File: src/rtl/asi_regbank.sv
// asi_regbank: 32-bit control/status register bank behind the 128->32 AXI register adapter.
// One request is served per two cycles: IDLE accepts it and WACK/RACK issues the one-cycle ack.
// Writes commit at the edge that leaves WACK. Read data is sampled at the edge that enters RACK.
module asi_regbank #(
    parameter int                AXI_SW   = 3,
    parameter int                REG_AW   = 20,
    parameter int                REG_DW   = 32,
    parameter int                L        = $clog2(REG_DW/8),
    parameter int                IRQ_N    = 8,
    parameter int                NSCRATCH = 4,
    parameter logic [REG_DW-1:0] CTRL_RST = '0
) (
    input  logic                  clk,
    input  logic                  rst,
    input  logic [AXI_SW-1:0]     m_wsize,
    input  logic [REG_AW-L-1:0]   m_waddr,
    input  logic [REG_DW-1:0]     m_wdata,
    input  logic [REG_DW/8-1:0]   m_wstrb,
    input  logic                  m_wlast,
    input  logic                  m_wvalid,
    output logic                  m_wready,
    input  logic [AXI_SW-1:0]     m_rsize,
    input  logic [REG_AW-L-1:0]   m_raddr,
    input  logic                  m_rvalid,
    output logic [REG_DW-1:0]     m_rdata,
    output logic                  m_rready,
    input  logic [REG_DW-1:0]     hw_status,
    input  logic [IRQ_N-1:0]      hw_irq_set,
    output logic [REG_DW-1:0]     ctrl_o,
    output logic                  irq
);

    localparam int                WAW     = REG_AW - L;
    localparam int                SB      = REG_DW / 8;
    localparam logic [AXI_SW-1:0] SIZE_OK = AXI_SW'(L);

    typedef enum logic [1:0] {IDLE, WACK, RACK} state_t;

    state_t            state_q, state_d;
    logic              wready_q, wready_d;
    logic              rready_q, rready_d;
    logic [REG_DW-1:0] rdata_q, rdata_d;
    logic [WAW-1:0]    waddr_q, waddr_d;
    logic [REG_DW-1:0] wdata_q, wdata_d;
    logic [SB-1:0]     wstrb_q, wstrb_d;
    logic              wsize_ok_q, wsize_ok_d;
    logic [REG_DW-1:0] ctrl_q, ctrl_d;
    logic [IRQ_N-1:0]  irq_stat_q, irq_stat_d;
    logic [IRQ_N-1:0]  irq_en_q, irq_en_d;
    logic [31:0]       cycle_cnt_q, cycle_cnt_d;
    logic [REG_DW-1:0] scratch_q [NSCRATCH];
    logic [REG_DW-1:0] scratch_d [NSCRATCH];
    logic              irq_q, irq_d;
    logic [IRQ_N-1:0]  w1c_mask;
    logic [REG_DW-1:0] rd_word;

    // m_wlast only marks burst ends; every beat is handled identically.
    logic unused_wlast;
    assign unused_wlast = m_wlast;

    // Expand byte strobes into a per-bit mask.
    function automatic logic [REG_DW-1:0] strb_mask(input logic [SB-1:0] strb);
        logic [REG_DW-1:0] m;
        for (int k = 0; k < SB; k++) begin
            m[8*k +: 8] = {8{strb[k]}};
        end
        return m;
    endfunction

    // Replace only the strobed bytes of a register.
    function automatic logic [REG_DW-1:0] byte_merge(input logic [REG_DW-1:0] old_v,
                                                     input logic [REG_DW-1:0] new_v,
                                                     input logic [SB-1:0]     strb);
        logic [REG_DW-1:0] m;
        m = strb_mask(strb);
        return (old_v & ~m) | (new_v & m);
    endfunction

    // Read mux over the register map; bad size or unmapped index returns zero.
    always_comb begin
        rd_word = '0;
        if (m_rsize == SIZE_OK) begin
            if (m_raddr == WAW'(0)) rd_word = ctrl_q;
            if (m_raddr == WAW'(1)) rd_word = hw_status;
            if (m_raddr == WAW'(2)) rd_word = REG_DW'(irq_stat_q);
            if (m_raddr == WAW'(3)) rd_word = REG_DW'(irq_en_q);
            if (m_raddr == WAW'(4)) rd_word = REG_DW'(cycle_cnt_q);
            for (int i = 0; i < NSCRATCH; i++) begin
                if (m_raddr == WAW'(i + 5)) rd_word = scratch_q[i];
            end
        end
    end

    // Handshake FSM, write commit, interrupt and counter next-state.
    always_comb begin
        state_d    = state_q;
        wready_d   = 1'b0;
        rready_d   = 1'b0;
        rdata_d    = rdata_q;
        waddr_d    = waddr_q;
        wdata_d    = wdata_q;
        wstrb_d    = wstrb_q;
        wsize_ok_d = wsize_ok_q;
        ctrl_d     = ctrl_q;
        irq_en_d   = irq_en_q;
        scratch_d  = scratch_q;
        w1c_mask   = '0;
        case (state_q)
            IDLE: begin
                if (m_wvalid) begin
                    waddr_d    = m_waddr;
                    wdata_d    = m_wdata;
                    wstrb_d    = m_wstrb;
                    wsize_ok_d = (m_wsize == SIZE_OK);
                    wready_d   = 1'b1;
                    state_d    = WACK;
                end else if (m_rvalid) begin
                    rdata_d  = rd_word;
                    rready_d = 1'b1;
                    state_d  = RACK;
                end
            end
            WACK: begin
                state_d = IDLE;
                if (wsize_ok_q) begin
                    if (waddr_q == WAW'(0)) ctrl_d = byte_merge(ctrl_q, wdata_q, wstrb_q);
                    if (waddr_q == WAW'(2)) w1c_mask = IRQ_N'(wdata_q & strb_mask(wstrb_q));
                    if (waddr_q == WAW'(3))
                        irq_en_d = IRQ_N'(byte_merge(REG_DW'(irq_en_q), wdata_q, wstrb_q));
                    for (int i = 0; i < NSCRATCH; i++) begin
                        if (waddr_q == WAW'(i + 5))
                            scratch_d[i] = byte_merge(scratch_q[i], wdata_q, wstrb_q);
                    end
                end
            end
            RACK:    state_d = IDLE;
            default: state_d = IDLE;
        endcase
        // A set pulse wins over a W1C clear of the same bit.
        irq_stat_d  = (irq_stat_q & ~w1c_mask) | hw_irq_set;
        cycle_cnt_d = cycle_cnt_q + 32'd1;
        irq_d       = |(irq_stat_q & irq_en_q);
    end

    // State registers; reset drops any in-flight transaction without acking it.
    always_ff @(posedge clk or posedge rst) begin
        if (rst) begin
            state_q     <= IDLE;
            wready_q    <= 1'b0;
            rready_q    <= 1'b0;
            rdata_q     <= '0;
            waddr_q     <= '0;
            wdata_q     <= '0;
            wstrb_q     <= '0;
            wsize_ok_q  <= 1'b0;
            ctrl_q      <= CTRL_RST;
            irq_stat_q  <= '0;
            irq_en_q    <= '0;
            cycle_cnt_q <= '0;
            irq_q       <= 1'b0;
            for (int i = 0; i < NSCRATCH; i++) begin
                scratch_q[i] <= '0;
            end
        end else begin
            state_q     <= state_d;
            wready_q    <= wready_d;
            rready_q    <= rready_d;
            rdata_q     <= rdata_d;
            waddr_q     <= waddr_d;
            wdata_q     <= wdata_d;
            wstrb_q     <= wstrb_d;
            wsize_ok_q  <= wsize_ok_d;
            ctrl_q      <= ctrl_d;
            irq_stat_q  <= irq_stat_d;
            irq_en_q    <= irq_en_d;
            cycle_cnt_q <= cycle_cnt_d;
            irq_q       <= irq_d;
            scratch_q   <= scratch_d;
        end
    end

    assign m_wready = wready_q;
    assign m_rready = rready_q;
    assign m_rdata  = rdata_q;
    assign ctrl_o   = ctrl_q;
    assign irq      = irq_q;

endmodule

File: config.mk
export PLATFORM = sky130hd
export DESIGN_NAME = asi_regbank
export DESIGN_NICKNAME = d
export VERILOG_FILES = /design/src/rtl/asi_regbank.sv
export SDC_FILE = /design/constraint.sdc
export NUM_CORES = 1
export LEC_CHECK = 0
export CAP_MARGIN = 5
export CORE_UTILIZATION = 37
export CTS_CLUSTER_DIAMETER = 100
export DETAILED_ROUTE_END_ITERATION = 7
export GPL_TIMING_DRIVEN = 1
export PLACE_DENSITY_LB_ADDON = 0.25
export SETUP_SLACK_MARGIN = 0.1
export SLEW_MARGIN = 20
export SYNTH_ARGS = -nofsm -noshare
export SYNTH_HDL_FRONTEND = slang
export SYNTH_SLANG_ARGS = --single-unit
File: constraint.sdc
create_clock -name clk -period 11.6 [get_ports clk]
set_input_delay 3.48 -clock clk [delete_from_list [all_inputs] [get_ports clk]]
set_output_delay 3.48 -clock clk [all_outputs]
set_load 0.01 [all_outputs]
==> run metrics, run 1 <==
Routability Congestion=around 0.84; number of synthesized flops with an enable pin=0; DIE AREA=38000 µm²; antenna-violating nets left=0; DP HPWL=between 20000 and 30000 µm; part of the power in the clock network=45.6%; share of cells above drive strength 1=24.4%; Post-CTS Setup Bufs=0; syn_area_per_cell=13.0 µm²; Syn Std Cell Area=13800 µm²; Max-Slew Margin vs Limit=between 20% and 30%; commonest non-fill, non-tap cell in the layout=dfrtp_1; f_max=about 0.16 GHz; Inst Count DP=1684; DR WL/cell=21.7 µm; Seq pwr share=a little under half; async set-reset flop share out of synthesis=100%; vias in the first global route=a little under 10000; cell count after synthesis=1063; CTS tree=built; final-report max-slew violation count=0; LEAKAGE=7.73 nW; start of the worst register-to-register path=state_q[0]$_DFFE_PP0P_; NetSw=between 500 and 600 µW; fin cells=about 1700; Crit Path Class=primary input to flip-flop; Routed WL=38000 µm; Final Hold Vio Count=0; Comb pwr share=~6.7%; Clock Latency Late Sink=around 0.52 ns; Fill cells=3372; area of the core=between 30000 and 40000 µm²; GRT Total Usage=between 20% and 30%; Sw Ratio=24.0%; flop2flop setup slack=8.67 ns; met2 wire length=18000 µm; clock skew=roughly 0.018 ns; Syn Nets=1187; M1 WL=17800 µm; post-CTS sizing=0; highest routed layer=met4; clk slew on worst S/H paths=0.06 ns; Peak supply drop=77.4 µV; post-layout min period=between 6 and 7 ns; Setup TNS Final=0 ns; largest area contributor in the netlist=dfrtp_1; internal power=1.82 mW; FP Rows=70; total power=around 2.4 mW; final period utilization=~54%; # DRC=0; number of port buffers=~190; Worst Setup Start Kind=primary input; metal3 WL=between 1000 and 1500 µm; RSZ-0062 raised after global routing=false; type of the tightest min-delay check=flip-flop to flip-flop; initial antenna violation count=1; die height=195 µm; crit path DAT=6.68 ns; Starting Density=approximately 38%; Slew @ Worst Pin=roughly 1.1 ns; main flop type after synthesis=dfrtp_1; number of buffers created by CTS=35; area added between synthesis and finish=25.4%; status=complete, no violations; setup violators final=0; first-pass GRT wire length=59100 µm; vias per cell=about 5.5; share of the synthesized area in the top cell type=54.5%; TritonRoute pass-1 iters=5; clock sinks=300; PD cells=~140 nW/µm²; largest net degree at the start of global routing=74; final hold slack=~0.48 ns; CTS H-tree lvls=2; crit end category=flip-flop; critical path peak fanout=32; #FFs+latches synth=300; IO Pins=190; Critical Path RT=11.99 ns; Max Cap Viol=0; die width=195 µm; CTS Hold Bufs=0; YS warnings=0; Max Root-Sink Buffers=3; Nets=~1400; top cells by area, synth=dfrtp_1 (55%), mux2_2 (15%), mux2i_1 (2.6%); GRT Residual Overflow=0; initial detailed-routing violation count=between 500 and 600; clk root buf=clkbuf_16; DR vias=9664; post-synthesis sequential area ratio=54.5%; post-synthesis cell type count=68; commonest cells after routing, fill and taps aside=dfrtp_1 (300), mux2_2 (188), clkdlybuf4s50_1 (187), nand2_1 (52), nand3_1 (46); Crit. Startpoint=m_raddr[2]
[kinds of logic (layout without fill, tap and decap cells)]
logic type	Yosys count	in the layout	share of synthesized area [%]
adder cells (fa/ha/maj)	1	1	0.0908
multiplexers	256	256	20.8
AO/OA/AOI/OAI	153	153	8.38
flip-flops	300	300	54.5
other	0	1	0
buffers and inverters	60	277	2.01
XOR/XNOR	30	30	1.91
AND/OR/NAND/NOR	263	263	12.3
[critical path, stage by stage]
cell and delay, ns:
buf_2 0.69, or4b_1 0.57, nor3_4 0.13, buf_4 0.40
nand2_1 0.77, o221ai_1 0.50, o21ai_1 0.12
[per-stage QoR]
| step | area [µm²] | worst slack (ns) | util, % |
|---|---|---|---|
| 2_1_floorplan | 13800 | 4.13 | - |
| 3_3_place_gp | 16100 | 4.88 | 44.0 |
| 3_5_place_dp | 16100 | 4.80 | 44.0 |
| 4_1_cts | 17300 | 5.34 | 47.2 |
| 5_1_grt | 17300 | 5.16 | 47.2 |
| 6_report | 17300 | 5.31 | 47.2 |
[Yosys cell counts (7+ instances only)]
library cell  number
nor3_1            32
nand3_1           46
mux2_1            24
xor2_1            14
mux2_4             8
dfrtp_1          300
a22oi_1           30
buf_2             14
o21ai_0            7
clkbuf_1          23
o21ai_1           25
nor2_1            20
a21o_1            12
mux2_2           188
xnor2_1           16
and3_1            26
nand4_1           15
o221ai_1          26
inv_1              9
mux2i_1           36
a2111oi_0         25
nand2_1           52
[final cells by class]
class	instances	area, µm²	share of cell area [%]
Multi-Input combinational cell	703	6000	34.7
Sequential cell	300	7510	43.5
Inverter	10	41.3	0.239
Clock buffer	47	991	5.74
Clock inverter	17	163	0.942
Tap cell	468	586	3.39
Antenna cell	1	2.50	0.0145
Timing Repair Buffer	203	1990	11.5
[power groups by stage]
stage | logic (mW) | clock network (mW) | registers [mW]
after global placement | 0.160 | 0 | 1.16
after floorplan | 0.0943 | 0 | 1.14
final | 0.160 | 1.09 | 1.14
after global routing | 0.174 | 1.16 | 1.15
after detailed placement | 0.162 | 0 | 1.16
after CTS | 0.163 | 1.12 | 1.14
[routing by layer]
metal / global-route usage (%) / vias to the layer above
met4: 5.66 / 0
met2: 32.6 / 233
li1: - / 4415
met5: 0 / -
met3: 2.85 / 51
met1: 28.4 / 4965
[final timing paths]
kind	to	cells past startpoint
max	m_rdata[21]$_DFFE_PP0P_	7
min	flip-flop	1
max reg2reg	m_rdata[23]$_DFFE_PP0P_	7
min reg2reg	flip-flop	1
max in group asynchronous	asynchronous set/reset pin	4
min in group asynchronous	wdata_q[1]$_DFFE_PP0P_	2
Note: power is estimated with default switching activity, not from simulation.
==> run 2, diff against run 1 <==
==> constraint.sdc (replaced) <==
create_clock -name clk -period 6.05 [get_ports clk]
set_input_delay 1.815 -clock clk [delete_from_list [all_inputs] [get_ports clk]]
set_output_delay 1.815 -clock clk [all_outputs]
set_load 0.01 [all_outputs]
==> run 2 against run 1 <==
Net effect:
- clock power up 110%
- cell count is 0.23% higher
- flip-flop and latch count unchanged
- cell area up 1.1%
- combinational power increased by 94%
- register-to-register slack lost 5.7 ns
- power up 100%
- critical path depth down 1
- non-clock buffer count up 2
- via count is 1.0% higher
- utilization is 0.50 points higher
- first-iteration DRC count is 0.56% lower
==> run metrics, run 2 (synthesis results as in run 1) <==
status=complete, no violations; Worst R2R Path Depth=5 (-2); Routability Congestion=0.869 (+3.7%); Crit Path Class=primary input to flip-flop; DP HPWL=26400 µm (+1.7%); clock sinks=300 (unchanged); Final Hold Vio Count=0 (unchanged); post-CTS sizing=0 (unchanged); die height=195 µm (unchanged); setup ws final=1.74 ns (-3.56 ns); clk slew on worst S/H paths=0.06 ns (about the same); Starting Density=37.6% (unchanged); Fill cells=3318 (-1.6%); Setup WS pre-CTS=1.27 ns (-3.54 ns); Post-CTS Setup Bufs=0 (unchanged); Comb pwr share=6.5% (-0.2 points); Setup TNS Final=0 ns (unchanged); RSZ-0062 raised after global routing=false; CTS H-tree lvls=2 (unchanged); flop2flop setup slack=3.01 ns (-5.66 ns); number of port buffers=188 (unchanged); fin cells=1753 (+0.23%); Inst Count DP=1686 (+0.12%); clock skew=0.0257 ns (+0.00791 ns); Max Cap Viol=0 (unchanged); type of the tightest min-delay check=flip-flop to flip-flop; post-layout min period=4.31 ns; Peak supply drop=184 µV (+140%); internal power=3.67 mW (+100%); crit path DAT=4.74 ns (-1.94 ns); TritonRoute pass-1 iters=5 (unchanged); final period utilization=between 70% and 80%; commonest non-fill, non-tap cell in the layout=dfrtp_1; final-report max-slew violation count=0 (unchanged); FP Rows=70 (unchanged); area of the core=36600 µm² (unchanged); part of the power in the clock network=47.7% (+2.1 points); antenna-violating nets left=0 (unchanged); final instance area=17500 µm² (+1.1%); largest net degree at the start of global routing=118 (+59%); initial antenna violation count=2 (+1); Clock Latency Late Sink=0.53 ns (about the same); PD cells=274 nW/µm² (+98%); GRT Residual Overflow=0 (unchanged); LEAKAGE=7.83 nW (+1.2%); NetSw=1.12 mW (+95%); Max-Slew Margin vs Limit=27.6% (+0.93 points); DR WL/cell=21.9 µm (+1.1%); Seq pwr share=45.8% (-2.0 points); Slew @ Worst Pin=1.09 ns (-0.0113 ns); Sw Ratio=23.5% (-0.59 points); final hold slack=0.475 ns (-0.00210 ns); hold path depth=1 (unchanged); number of buffers created by CTS=36 (+2.9%); IO Pins=190 (unchanged); setup violators final=0 (unchanged); crit end category=flip-flop; area added between synthesis and finish=26.8%; first-pass GRT wire length=60000 µm (+1.6%); CTS tree=built; Critical Path RT=6.48 ns (-5.51 ns); Worst Setup Start Kind=primary input; critical path peak fanout=23 (-28%); # DRC=0 (unchanged); commonest cells after routing, fill and taps aside=dfrtp_1 (300), mux2_2 (188), clkdlybuf4s50_1 (187), nand2_1 (52), nand3_1 (46); Max Root-Sink Buffers=3 (unchanged); share of cells above drive strength 1=24.6% (+0.25 points); initial detailed-routing violation count=530 (-0.56%); DIE AREA=38000 µm² (unchanged); reg2reg end=m_rdata[27]$_DFFE_PP0P_; clk root buf=clkbuf_16; start of the worst register-to-register path=state_q[0]$_DFFE_PP0P_; GRT Total Usage=20.5% (+0.32 points); f_max=between 0.2 and 0.25 GHz; Nets=1380 (+0.22%); die width=195 µm (unchanged); Area after DPL=16200 µm² (+0.31%); CTS Hold Bufs=0 (unchanged); vias per cell=5.57 (+0.79%); vias in the first global route=10100 (+1.9%); DR vias=9763 (+1.0%); Routed WL=38500 µm (+1.3%)
-- run 2: how the worst max path moves through the flow --
| stage | start | to | slack, ns | depth (start not counted) |
|---|---|---|---|---|
| 2_1_floorplan | rst | asynchronous set/reset pin | 0.25 | 1 |
| 3_3_place_gp | m_wvalid | m_rdata[25]$_DFFE_PP0P_ | 1.32 | 7 |
| 3_5_place_dp | m_wvalid | m_rdata[27]$_DFFE_PP0P_ | 1.27 | 6 |
| 4_1_cts | m_wvalid | m_rdata[20]$_DFFE_PP0P_ | 1.78 | 7 |
| 5_1_grt | m_wvalid | m_rdata[31]$_DFFE_PP0P_ | 1.66 | 6 |
| 6_report | m_wvalid | m_rdata[27]$_DFFE_PP0P_ | 1.74 | 6 |
-- run 2: per-layer routing --
metal | vias to the layer above | GRT usage, % | wire length [µm] | share of wire [%]
li1 | 4422 | - | - | -
met1 | 5003 | 28.5 | 17500 | 45
met2 | 276 | 32.7 | 18200 | 47
met3 | 62 | 3.45 | 1960 | 5.1
met4 | 0 | 6.53 | 865 | 2.2
met5 | - | 0 | 0 | 0
-- run 2: area by class of cell --
class | count | area (µm²) | share of cell area, %
antenna | 2 | 5.00 | 0.0287
clock buffer | 52 | 1080 | 6.19
clock inverter | 13 | 201 | 1.15
inverter | 10 | 41.3 | 0.236
multi-input combinational | 703 | 6000 | 34.3
sequential | 300 | 7510 | 43.0
tap | 468 | 586 | 3.35
timing repair buffer | 205 | 2040 | 11.7
-- run 2: worst max-delay path: stages --
cell             delay [ns]
clkdlybuf4s50_1        0.42
or4b_1                 0.84
or2_4                  0.44
a21oi_4                0.68
o221ai_1               0.32
o21ai_1                0.20
-- run 2: metrics by stage --
stage / total power, mW / utilization [%]
floorplan: 2.36 / -
global placement: 2.54 / 44.2
detailed placement: 2.54 / 44.2
CTS: 4.84 / 47.7
global route: 4.96 / 47.7
finish: 4.79 / 47.7
-- run 2: power by group through the flow --
stage	logic, mW	clock network [mW]	registers [mW]
final	0.311	2.29	2.19
after global routing	0.339	2.42	2.21
after CTS	0.317	2.33	2.19
after detailed placement	0.316	0	2.23
after global placement	0.312	0	2.23
after floorplan	0.181	0	2.18
==> run 3, diff against run 2 <==
==> constraint.sdc (replaced) <==
create_clock -name clk -period 3.8 [get_ports clk]
set_input_delay 1.14 -clock clk [delete_from_list [all_inputs] [get_ports clk]]
set_output_delay 1.14 -clock clk [all_outputs]
set_load 0.01 [all_outputs]
==> run 3 against run 2 <==
Net effect:
- cell count increased by 1.2%
- utilization rose by 0.20 points
- clock-buffer cell count fell by 2
- flip-flop and latch count stayed put
- sequential share of layout area decreased by 0.18 points
- global-route usage increased by 0.51 points
- clock skew rose by 0.0010 ns
- cell area grew 0.42%
- worst setup slack lost 1.2 ns
- routed wire length is 3.1% higher
- critical endpoint is now m_rdata[12]$_DFFE_PP0P_
- largest power group is now registers
==> run metrics, run 3 (synthesis results as in run 1) <==
Max-Slew Margin vs Limit=35.2% (+7.6 points); Worst R2R Path Depth=5 (unchanged); Peak supply drop=232 µV (+26%); register area=7510 µm² (unchanged); Max Root-Sink Buffers=3 (unchanged); Routed WL=39700 µm (+3.1%); Clock Latency Late Sink=0.51 ns (-0.02 ns); share of cells above drive strength 1=25.3% (+0.68 points); DP HPWL=27500 µm (+4.5%); first-pass GRT wire length=61100 µm (+1.9%); area of the core=36600 µm² (unchanged); GRT Residual Overflow=0 (unchanged); GRT Total Usage=21.1% (+0.51 points); Comb pwr share=7.5% (+1.0 points); DIE AREA=38000 µm² (unchanged); CTS Hold Bufs=0 (unchanged); Area after DPL=16500 µm² (+2.1%); CTS tree=built; # DRC=0 (unchanged); die height=195 µm (unchanged); IO Pins=190 (unchanged); Max Cap Viol=0 (unchanged); number of port buffers=188 (unchanged); final period utilization=86.9%; Crit. Startpoint=m_wvalid; initial detailed-routing violation count=683 (+29%); footprint of the multi-input gates=5990 µm² (about the same); clock skew=0.0267 ns (+0.000995 ns); crit end category=flip-flop; number of buffers created by CTS=34 (-5.6%); RSZ-0062 raised after global routing=false; final instance area=17500 µm² (+0.42%); post-layout min period=3.30 ns; FP Rows=70 (unchanged); CP endpoint=m_rdata[12]$_DFFE_PP0P_; post-CTS sizing=0 (unchanged); Worst Setup Start Kind=primary input; final-report max-slew violation count=0 (unchanged); crit path DAT=3.71 ns (-1.03 ns); Slew @ Worst Pin=0.972 ns (-0.114 ns); NetSw=1.68 mW (+49%); initial antenna violation count=1 (-1); DR WL/cell=22.4 µm (+1.9%); Setup TNS Final=0 ns (unchanged); internal power=5.37 mW (+47%); final hold slack=0.476 ns (+0.000277 ns); TritonRoute pass-1 iters=6 (+1); area added between synthesis and finish=27.3%; Routability Congestion=0.863 (-0.67%); LEAKAGE=7.88 nW (+0.69%); Post-CTS Setup Bufs=0 (unchanged); part of the power in the clock network=43.0% (-4.7 points); DR vias=9849 (+0.88%); die width=195 µm (unchanged); status=complete, no violations; Critical Path RT=4.21 ns (-2.27 ns); critical path peak fanout=23 (unchanged); Starting Density=37.6% (unchanged); Crit Path Class=primary input to flip-flop; Seq pwr share=49.5% (+3.7 points); Nets=1409 (+2.1%); setup violators final=0 (unchanged); total power=7.05 mW (+47%); type of the tightest min-delay check=flip-flop to flip-flop; f_max=slightly above 0.3 GHz; vias per cell=5.55 (-0.31%); CTS H-tree lvls=2 (unchanged); clk root buf=clkbuf_16; Fill cells=3283 (-1.1%); largest net degree at the start of global routing=60 (-49%); flop2flop setup slack=1.02 ns (-1.99 ns); vias in the first global route=9972 (-0.96%); clock sinks=300 (unchanged); commonest non-fill, non-tap cell in the layout=dfrtp_1; antenna-violating nets left=0 (unchanged); Sw Ratio=23.8% (+0.32 points); PD cells=402 nW/µm² (+47%); Final Hold Vio Count=0 (unchanged); start of the worst register-to-register path=waddr_q[7]$_DFFE_PP0P_; clk slew on worst S/H paths=0.05 ns (about the same); commonest cells after routing, fill and taps aside=dfrtp_1 (300), mux2_2 (188), clkdlybuf4s50_1 (187), nand2_1 (52), nand3_1 (46)
## run 3: power groups by stage
stage | Clock, mW | Combinational (mW) | Sequential (mW)
after floorplan | 0 | 0.288 | 3.48
after global placement | 0 | 0.528 | 3.54
after detailed placement | 0 | 0.535 | 3.55
after CTS | 3.11 | 0.537 | 3.49
after global routing | 3.25 | 0.570 | 3.51
final | 3.03 | 0.528 | 3.49
## run 3: worst min path at each step
stage               cells after the start                     start                  endpoint
detailed placement                      1  cycle_cnt_q[0]$_DFF_PP0_  cycle_cnt_q[0]$_DFF_PP0_
finish                                  1                 flip-flop                 flip-flop
CTS                                     1                 flip-flop                 flip-flop
global route                            1                 flip-flop                 flip-flop
floorplan                               1  cycle_cnt_q[0]$_DFF_PP0_  cycle_cnt_q[0]$_DFF_PP0_
global placement                        1                 flip-flop                 flip-flop
## run 3: area by class of cell
class	instances	share of cell area, %
tap	468	3.34
multi-input combinational	703	34.2
antenna	2	0.0285
inverter	10	0.235
clock buffer	50	5.60
clock inverter	5	0.178
timing repair buffer	236	13.6
sequential	300	42.8
## run 3: through the flow
step	util, %	cells	worst slack [ns]
floorplan	-	1063	-1.33
global route	47.9	1773	0.342
global placement	45.1	1717	0.0314
finish	47.9	1774	0.497
CTS	47.9	1772	0.521
detailed placement	45.1	1717	0.000481
## run 3: worst max-delay path: stages
cell,delay [ns]
clkdlybuf4s50_1,0.43
or4b_1,0.59
or2_4,0.34
a21oi_4,0.71
o221ai_1,0.28
o21ai_1,0.22
## run 3: routing by layer
layer,track usage [%],up-vias,routed length (µm)
met4,5.22,0,642
met3,3.04,43,2140
met2,34.3,313,18700
li1,-,4468,-
met1,29.4,5025,18100
met5,0,-,0
